$ cat src/rtl/mult_div_unit_if.sv
// rtl/mult_div_unit_if.sv - operand/result bus of mult_div_unit (abort signal present under MULT_DIV_ABORT_EN)
interface mult_div_unit_if #(
   parameter int WIDTH = 32
);
   logic             start;
   logic [1:0]       op;
   logic [WIDTH-1:0] operand_a;
   logic [WIDTH-1:0] operand_b;
   logic             busy;
   logic             done;
   logic [WIDTH-1:0] hi;
   logic [WIDTH-1:0] lo;
   logic             div_by_zero;
`ifdef MULT_DIV_ABORT_EN
   logic             abort;
`endif

   // Control unit side: issues operations and observes results
   modport master (
      output start, op, operand_a, operand_b,
`ifdef MULT_DIV_ABORT_EN
      output abort,
`endif
      input  busy, done, hi, lo, div_by_zero
   );

   // Arithmetic unit side
   modport slave (
      input  start, op, operand_a, operand_b,
`ifdef MULT_DIV_ABORT_EN
      input  abort,
`endif
      output busy, done, hi, lo, div_by_zero
   );
endinterface

$ cat src/rtl/mult_div_unit.sv
// rtl/mult_div_unit.sv - iterative radix-2 multiply/divide unit with HI/LO results (optional abort: MULT_DIV_ABORT_EN)
module mult_div_unit #(
   parameter int WIDTH = 32,
   parameter int CNT_W = 6
) (
   input  logic          clock,
   input  logic          reset,
   mult_div_unit_if.slave bus
);
   typedef enum logic [1:0] {S_IDLE, S_RUN, S_FIX} state_t;

   localparam logic [CNT_W-1:0] CNT_LOAD = CNT_W'(WIDTH - 1);

   state_t             state_q, state_d;
   logic [CNT_W-1:0]   cnt_q, cnt_d;
   logic [2*WIDTH-1:0] p_q, p_d;         // {accumulator/remainder, multiplier/quotient}
   logic [WIDTH-1:0]   b_q, b_d;         // multiplicand / divisor magnitude
   logic [WIDTH-1:0]   a_raw_q, a_raw_d; // raw dividend, reported as remainder on divide-by-zero
   logic [1:0]         op_q, op_d;
   logic               sa_q, sa_d, sb_q, sb_d;
   logic               bz_q, bz_d;
   logic [WIDTH-1:0]   hi_q, hi_d, lo_q, lo_d;
   logic               done_q, done_d;
   logic               dbz_q, dbz_d;

   logic [WIDTH-1:0]   a_mag, b_mag;
   logic [WIDTH:0]     mul_sum, div_diff;
   logic [2*WIDTH-1:0] mul_next, div_next, prod_fix;
   logic [WIDTH-1:0]   quo_fix, rem_fix;

   assign bus.busy        = (state_q != S_IDLE);
   assign bus.done        = done_q;
   assign bus.hi          = hi_q;
   assign bus.lo          = lo_q;
   assign bus.div_by_zero = dbz_q;

   // Operand magnitudes for signed ops, radix-2 step datapaths and final sign fix-up
   always_comb begin
      a_mag    = (bus.op[0] && bus.operand_a[WIDTH-1]) ? -bus.operand_a : bus.operand_a;
      b_mag    = (bus.op[0] && bus.operand_b[WIDTH-1]) ? -bus.operand_b : bus.operand_b;
      mul_sum  = {1'b0, p_q[2*WIDTH-1:WIDTH]} + (p_q[0] ? {1'b0, b_q} : '0);
      mul_next = {mul_sum, p_q[WIDTH-1:1]};
      div_diff = p_q[2*WIDTH-1:WIDTH-1] - {1'b0, b_q};
      div_next = div_diff[WIDTH] ? {p_q[2*WIDTH-2:0], 1'b0}
                                 : {div_diff[WIDTH-1:0], p_q[WIDTH-2:0], 1'b1};
      prod_fix = (op_q[0] && (sa_q ^ sb_q)) ? -p_q : p_q;
      quo_fix  = (op_q[0] && (sa_q ^ sb_q)) ? -p_q[WIDTH-1:0] : p_q[WIDTH-1:0];
      rem_fix  = (op_q[0] && sa_q) ? -p_q[2*WIDTH-1:WIDTH] : p_q[2*WIDTH-1:WIDTH];
   end

   // Next-state and datapath control for IDLE -> RUN -> FIX -> IDLE
   always_comb begin
      state_d = state_q;
      cnt_d   = cnt_q;
      p_d     = p_q;
      b_d     = b_q;
      a_raw_d = a_raw_q;
      op_d    = op_q;
      sa_d    = sa_q;
      sb_d    = sb_q;
      bz_d    = bz_q;
      hi_d    = hi_q;
      lo_d    = lo_q;
      done_d  = 1'b0;
      dbz_d   = dbz_q;
      case (state_q)
         S_IDLE: begin
            if (bus.start) begin
               op_d    = bus.op;
               sa_d    = bus.op[0] & bus.operand_a[WIDTH-1];
               sb_d    = bus.op[0] & bus.operand_b[WIDTH-1];
               p_d     = {{WIDTH{1'b0}}, a_mag};
               b_d     = b_mag;
               a_raw_d = bus.operand_a;
               bz_d    = (bus.operand_b == '0);
               cnt_d   = CNT_LOAD;
               dbz_d   = 1'b0;
               state_d = S_RUN;
            end
         end
         S_RUN: begin
            p_d = op_q[1] ? div_next : mul_next;
            if (cnt_q == '0) begin
               state_d = S_FIX;
            end else begin
               cnt_d = cnt_q - 1'b1;
            end
         end
         S_FIX: begin
            if (!op_q[1]) begin
               hi_d = prod_fix[2*WIDTH-1:WIDTH];
               lo_d = prod_fix[WIDTH-1:0];
            end else if (bz_q) begin
               hi_d  = a_raw_q;
               lo_d  = '1;
               dbz_d = 1'b1;
            end else begin
               hi_d = rem_fix;
               lo_d = quo_fix;
            end
            done_d  = 1'b1;
            state_d = S_IDLE;
         end
         default: state_d = S_IDLE;
      endcase
`ifdef MULT_DIV_ABORT_EN
      if (bus.abort && (state_q != S_IDLE)) begin
         state_d = S_IDLE;
         cnt_d   = '0;
         hi_d    = hi_q;
         lo_d    = lo_q;
         dbz_d   = dbz_q;
         done_d  = 1'b0;
      end
`endif
   end

   // State and datapath registers, cleared immediately by reset
   always_ff @(posedge clock or posedge reset) begin
      if (reset) begin
         state_q <= S_IDLE;
         cnt_q   <= '0;
         p_q     <= '0;
         b_q     <= '0;
         a_raw_q <= '0;
         op_q    <= '0;
         sa_q    <= 1'b0;
         sb_q    <= 1'b0;
         bz_q    <= 1'b0;
         hi_q    <= '0;
         lo_q    <= '0;
         done_q  <= 1'b0;
         dbz_q   <= 1'b0;
      end else begin
         state_q <= state_d;
         cnt_q   <= cnt_d;
         p_q     <= p_d;
         b_q     <= b_d;
         a_raw_q <= a_raw_d;
         op_q    <= op_d;
         sa_q    <= sa_d;
         sb_q    <= sb_d;
         bz_q    <= bz_d;
         hi_q    <= hi_d;
         lo_q    <= lo_d;
         done_q  <= done_d;
         dbz_q   <= dbz_d;
      end
   end
endmodule

$ cat src/flat_wrapper.sv
// flat-port wrapper written by rule: the top's interface ports become plain ports
module mult_div_unit_flat 
#(
   parameter int WIDTH = 32,
   parameter int CNT_W = 6
)
  (clock, reset, bus_start, bus_op, bus_operand_a, bus_operand_b, bus_busy, bus_done, bus_hi, bus_lo, bus_div_by_zero);
  mult_div_unit_if #(.WIDTH(WIDTH)) bus_i ();
  input  logic clock;
  input  logic reset;
  input wire logic [$bits(bus_i.start)-1:0] bus_start;
  input wire logic [$bits(bus_i.op)-1:0] bus_op;
  input wire logic [$bits(bus_i.operand_a)-1:0] bus_operand_a;
  input wire logic [$bits(bus_i.operand_b)-1:0] bus_operand_b;
  output wire logic [$bits(bus_i.busy)-1:0] bus_busy;
  output wire logic [$bits(bus_i.done)-1:0] bus_done;
  output wire logic [$bits(bus_i.hi)-1:0] bus_hi;
  output wire logic [$bits(bus_i.lo)-1:0] bus_lo;
  output wire logic [$bits(bus_i.div_by_zero)-1:0] bus_div_by_zero;
  assign bus_i.start = bus_start;
  assign bus_i.op = bus_op;
  assign bus_i.operand_a = bus_operand_a;
  assign bus_i.operand_b = bus_operand_b;
  assign bus_busy = bus_i.busy;
  assign bus_done = bus_i.done;
  assign bus_hi = bus_i.hi;
  assign bus_lo = bus_i.lo;
  assign bus_div_by_zero = bus_i.div_by_zero;
  mult_div_unit #(.WIDTH(WIDTH), .CNT_W(CNT_W)) u_core (.clock(clock), .reset(reset), .bus(bus_i));
endmodule
$ cat config.mk
export PLATFORM = sky130hd
export DESIGN_NAME = mult_div_unit_flat
export DESIGN_NICKNAME = d
export VERILOG_FILES = /design/src/rtl/mult_div_unit_if.sv /design/src/rtl/mult_div_unit.sv /design/src/flat_wrapper.sv
export SDC_FILE = /design/constraint.sdc
export NUM_CORES = 1
export LEC_CHECK = 0
export BUFFER_PORTS_ARGS = -buffer_cell sky130_fd_sc_hd__buf_2
export CAP_MARGIN = 5
export CORE_MARGIN = 5
export CORE_UTILIZATION = 62
export CTS_CLUSTER_DIAMETER = 80
export CTS_CLUSTER_SIZE = 30
export DETAILED_ROUTE_END_ITERATION = 10
export HOLD_SLACK_MARGIN = 0.03
export MAX_ROUTING_LAYER = met4
export PLACE_DENSITY = 0.82
export SYNTH_ARGS = -nofsm -noshare
export SYNTH_HDL_FRONTEND = slang
export SYNTH_SLANG_ARGS = --single-unit
$ cat constraint.sdc
create_clock -name clock -period 6.85 [get_ports clock]
set_input_delay 0.685 -clock clock [delete_from_list [all_inputs] [get_ports clock]]
set_output_delay 0.685 -clock clock [all_outputs]
set_load 0.01 [all_outputs]
==> PnR_summary.wiki <==
{| class="wikitable"
! Metric !! Value
|-
| Netlist Area Pre-Place || 0.0158 sq mm
|-
| Inserted Clock Buffers || 14
|-
| Wire length of the first global-routing pass || 78,500 um
|-
| Endpoint type of the worst setup path || register
|-
| Fin crit share || 0.686
|-
| Layout overhead on the synthesized area || 8.40%
|-
| Required time of the worst setup path || 7220 ps
|-
| Overflow left after global routing || 0
|-
| Final-report hold violation count || 0
|-
| Clock Sink Count || 207
|-
| Leading cell types by total area after synthesis || sky130_fd_sc_hd__dfrtp_1 (33%), sky130_fd_sc_hd__nand2_1 (6.6%), sky130_fd_sc_hd__xnor2_1 (5.9%)
|-
| Class of the tightest hold or removal check || input pin to asynchronous set/reset pin
|-
| Seq/Total Area, Yosys || 0.329
|-
| Area taken by flip-flops and latches || between 0.005 and 0.006 sq mm
|-
| Worst-Skew Late Latency || 520 ps
|-
| Final setup vio count || 0
|-
| Number of standard-cell rows in the floorplan || 58
|-
| Net total in the final layout || 2,146
|-
| Fraction of layout cells with a size suffix above 1 || 0.114
|-
| Unrepaired setup endpoints after global routing || false
|-
| WS Path Type || register to register
|-
| Post-Synthesis Mean Instance Area || just over 8 sq um
|-
| Synth async-reset ratio || 1.00
|-
| Worst Hold Margin || around 250 ps
|-
| Effective utilization at floorplan || 0.627
|-
| Die Y-Extent || roughly 170 um
|-
| Crit path max fanout || 31
|-
| CTS H-tree depth || 1
|-
| Clock root buffer master || sky130_fd_sc_hd__clkbuf_16
|-
| Routed vias/inst || 6.55
|-
| Outcome || finished, final reports clean
|-
| Post-detail-place hpwl || about 36,000 um
|-
| Top library cells by usage in the layout, fill and taps aside || sky130_fd_sc_hd__nand2_1 (275), sky130_fd_sc_hd__dfrtp_1 (206), sky130_fd_sc_hd__nor2_1 (186)
|-
| Setup total negative slack || 0 ps
|-
| Arrival time worst endpoint || 5070 ps
|-
| Area occupied by multi-input gates || 0.00991 sq mm
|-
| Maximum root-to-sink buffer count || 3
|-
| Post-CTS setup repair buffer count || 0
|-
| PwrDens || roughly 530 mW/mm^2
|-
| Antenna violations before repair || 0
|-
| Post-Place Cells || 2,319
|-
| Yosys warns || 0
|-
| Startpoint types || register
|-
| Most used flip-flop cell after synthesis || sky130_fd_sc_hd__dfrtp_1
|-
| Register bit count reported by yosys || 207
|-
| Drt first pass iters || 9
|-
| Count of inserted antenna diode cells || 0
|-
| Largest voltage drop on the vdd net || 0.347 mV
|-
| # hold bufs at CTS || 0
|-
| Global-route usage over all layers || 0.348
|-
| Wirelength, routed || 49,800 um
|-
| Clock tree from TritonCTS || yes
|-
| Chip Width || 169 um
|-
| Final worst path period need || 4700 ps
|-
| Count of pins on the block boundary || 136
|-
| Die ar. || 0.0287 sq mm
|-
| Max-cap violations || 0
|-
| Final standard cell utilization of the core || 0.680
|-
| Drc violations || 0
|-
| Clock-pin slew of the registers on the worst-case setup and hold paths || 110 ps
|-
| Placeable core region || 0.0251 sq mm
|-
| Final Skew || 29.1 ps
|-
| Most common library cell in the layout ignoring fill and taps || sky130_fd_sc_hd__nand2_1
|-
| Yosys top cell area share || 0.329
|-
| Library cells used by synthesis || 77
|-
| Initial DRC Count || 1,948
|-
| Maximum number of pins on one net before global-route repair || 91
|-
| Mapped Nets || 2,098
|-
| Relative slew slack || 0.319
|-
| Area leader, netlist || sky130_fd_sc_hd__dfrtp_1
|-
| Count of buffers inserted at the top-level ports || 135
|-
| Final cell count without fillers || 2,343
|-
| Synthesized instance count || 1,957
|-
| Number of filler instances in the final layout || 2,162
|-
| Finished Cell Area || 0.0171 sq mm
|-
| Via count of the first global-routing pass || 14,333
|-
| Placed instance area || between 0.015 and 0.02 sq mm
|-
| Post_cts resized || 0
|-
| Total count of max-transition violations in the final report || 0
|-
| Max Clock Freq || 213 MHz
|-
| Worst Tran Pin Value || 1020 ps
|-
| Post-route antenna net violation count || 0
|-
| EDFF count, synth || 0
|-
| Final estimated routing congestion in global placement || 1.03
|-
| Count of vias placed by the detailed router || 15,338
|-
| Pleak || 7.88 nW
|-
| Routed wirelength normalized by instance count || 21.3 um
|-
| Reg2reg path depth || 13
|}
## cell usage after synthesis (all sizes together) (4+ instances only)
master and n:
nand2 276, nand2b 18, clkbuf 97, a22oi 14, o21ai 158, a31oi 19
a221o 5, dfrtp 207, o31a 4, nor4 24, nand4b 4, o22ai 25
a21oi 171, mux2 23, a31o 4, o31ai 18, xor2 88, a21o 37
nand4 4, o221ai 17, nor2 188, nor3 41, or3 12, ha 70
o21a 7, nand3 24, o21bai 9, or2 7, mux2i 52, buf 23
or4 16, inv 63, nor2b 14, and2 14, o41ai 14, a211oi 10
o211ai 14, xnor2 106, and3 10
## logic make-up (layout without fill, tap and decap cells)
family                   count (synthesis)  in the layout  share of synthesized area
XOR/XNOR                               194            194                      0.108
adder cells (fa/ha/maj)                 72             72                     0.0581
buffers and inverters                  183            239                     0.0444
multiplexers                            75             75                     0.0495
AND/OR/NAND/NOR                        669            669                      0.194
AO/OA/AOI/OAI                          557            557                      0.217
flip-flops                             207            207                      0.329
## final timing paths
path	startpoint	to	slack [ps]
worst min-delay path	reset	u_core.bus.lo[7]	250
worst min register to register	u_core.a_raw_q[3]	u_core.a_raw_q[3]	480
worst max-delay path	u_core.p_q[0]	u_core.p_q[57]	2150
worst max register to register	u_core.p_q[0]	u_core.p_q[57]	2150
max in group asynchronous	reset	u_core.b_q[25]	5220
min in group clock	bus_op[1]	u_core.op_q[1]	380
## where the power goes
part	switching (mW)	internal (mW)
logic	3.29	2.36
registers	0.736	1.68
clock network	0.524	0.493
total	4.55	4.54
## per-stage QoR
stage / total power, mW / setup slack, ps
2_1_floorplan: 6.45 / 513
3_3_place_gp: 7.78 / 2460
3_5_place_dp: 7.91 / 2410
4_1_cts: 8.94 / 2340
5_1_grt: 9.73 / 2110
6_report: 9.08 / 2150
## worst max-delay path, cell delays in order (launching register included)
cell,delay [ps]
sky130_fd_sc_hd__dfrtp_1,490
sky130_fd_sc_hd__inv_1,140
sky130_fd_sc_hd__buf_4,430
sky130_fd_sc_hd__nor2_1,80
sky130_fd_sc_hd__ha_1,340
sky130_fd_sc_hd__nor2b_1,170
sky130_fd_sc_hd__o31a_1,270
sky130_fd_sc_hd__o311a_1,320
sky130_fd_sc_hd__a211oi_1,550
sky130_fd_sc_hd__o21ai_0,400
sky130_fd_sc_hd__o21ai_0,470
sky130_fd_sc_hd__mux2i_1,150
sky130_fd_sc_hd__o41ai_1,590
sky130_fd_sc_hd__a21oi_1,130
## sequential cells by signal, indices dropped and copies added (netlist names), 2 cells and up
name / flops
u_core.p_q: 64
u_core.bus.hi: 32
u_core.op_q: 2
u_core.bus.lo: 32
u_core.cnt_q: 6
u_core.state_q: 2
u_core.a_raw_q: 32
u_core.b_q: 32
## layer usage
layer | vias up | GRT usage | routed length (um)
met5 | - | - | 0
met4 | 0 | 0.100 | 1590
met3 | 139 | 0.0710 | 5210
met2 | 842 | 0.515 | 21700
met1 | 7315 | 0.489 | 21300
li1 | 7042 | - | -
## layout make-up
cell class              count  area share
flip-flops and latches    207       0.303
inverters                  63      0.0143
clock buffers              17      0.0236
clock inverters             7     0.00718
well taps                 330      0.0242
repair buffers            152      0.0470
multi-input cells        1567       0.580
Note: power is estimated with default switching activity, not from simulation.
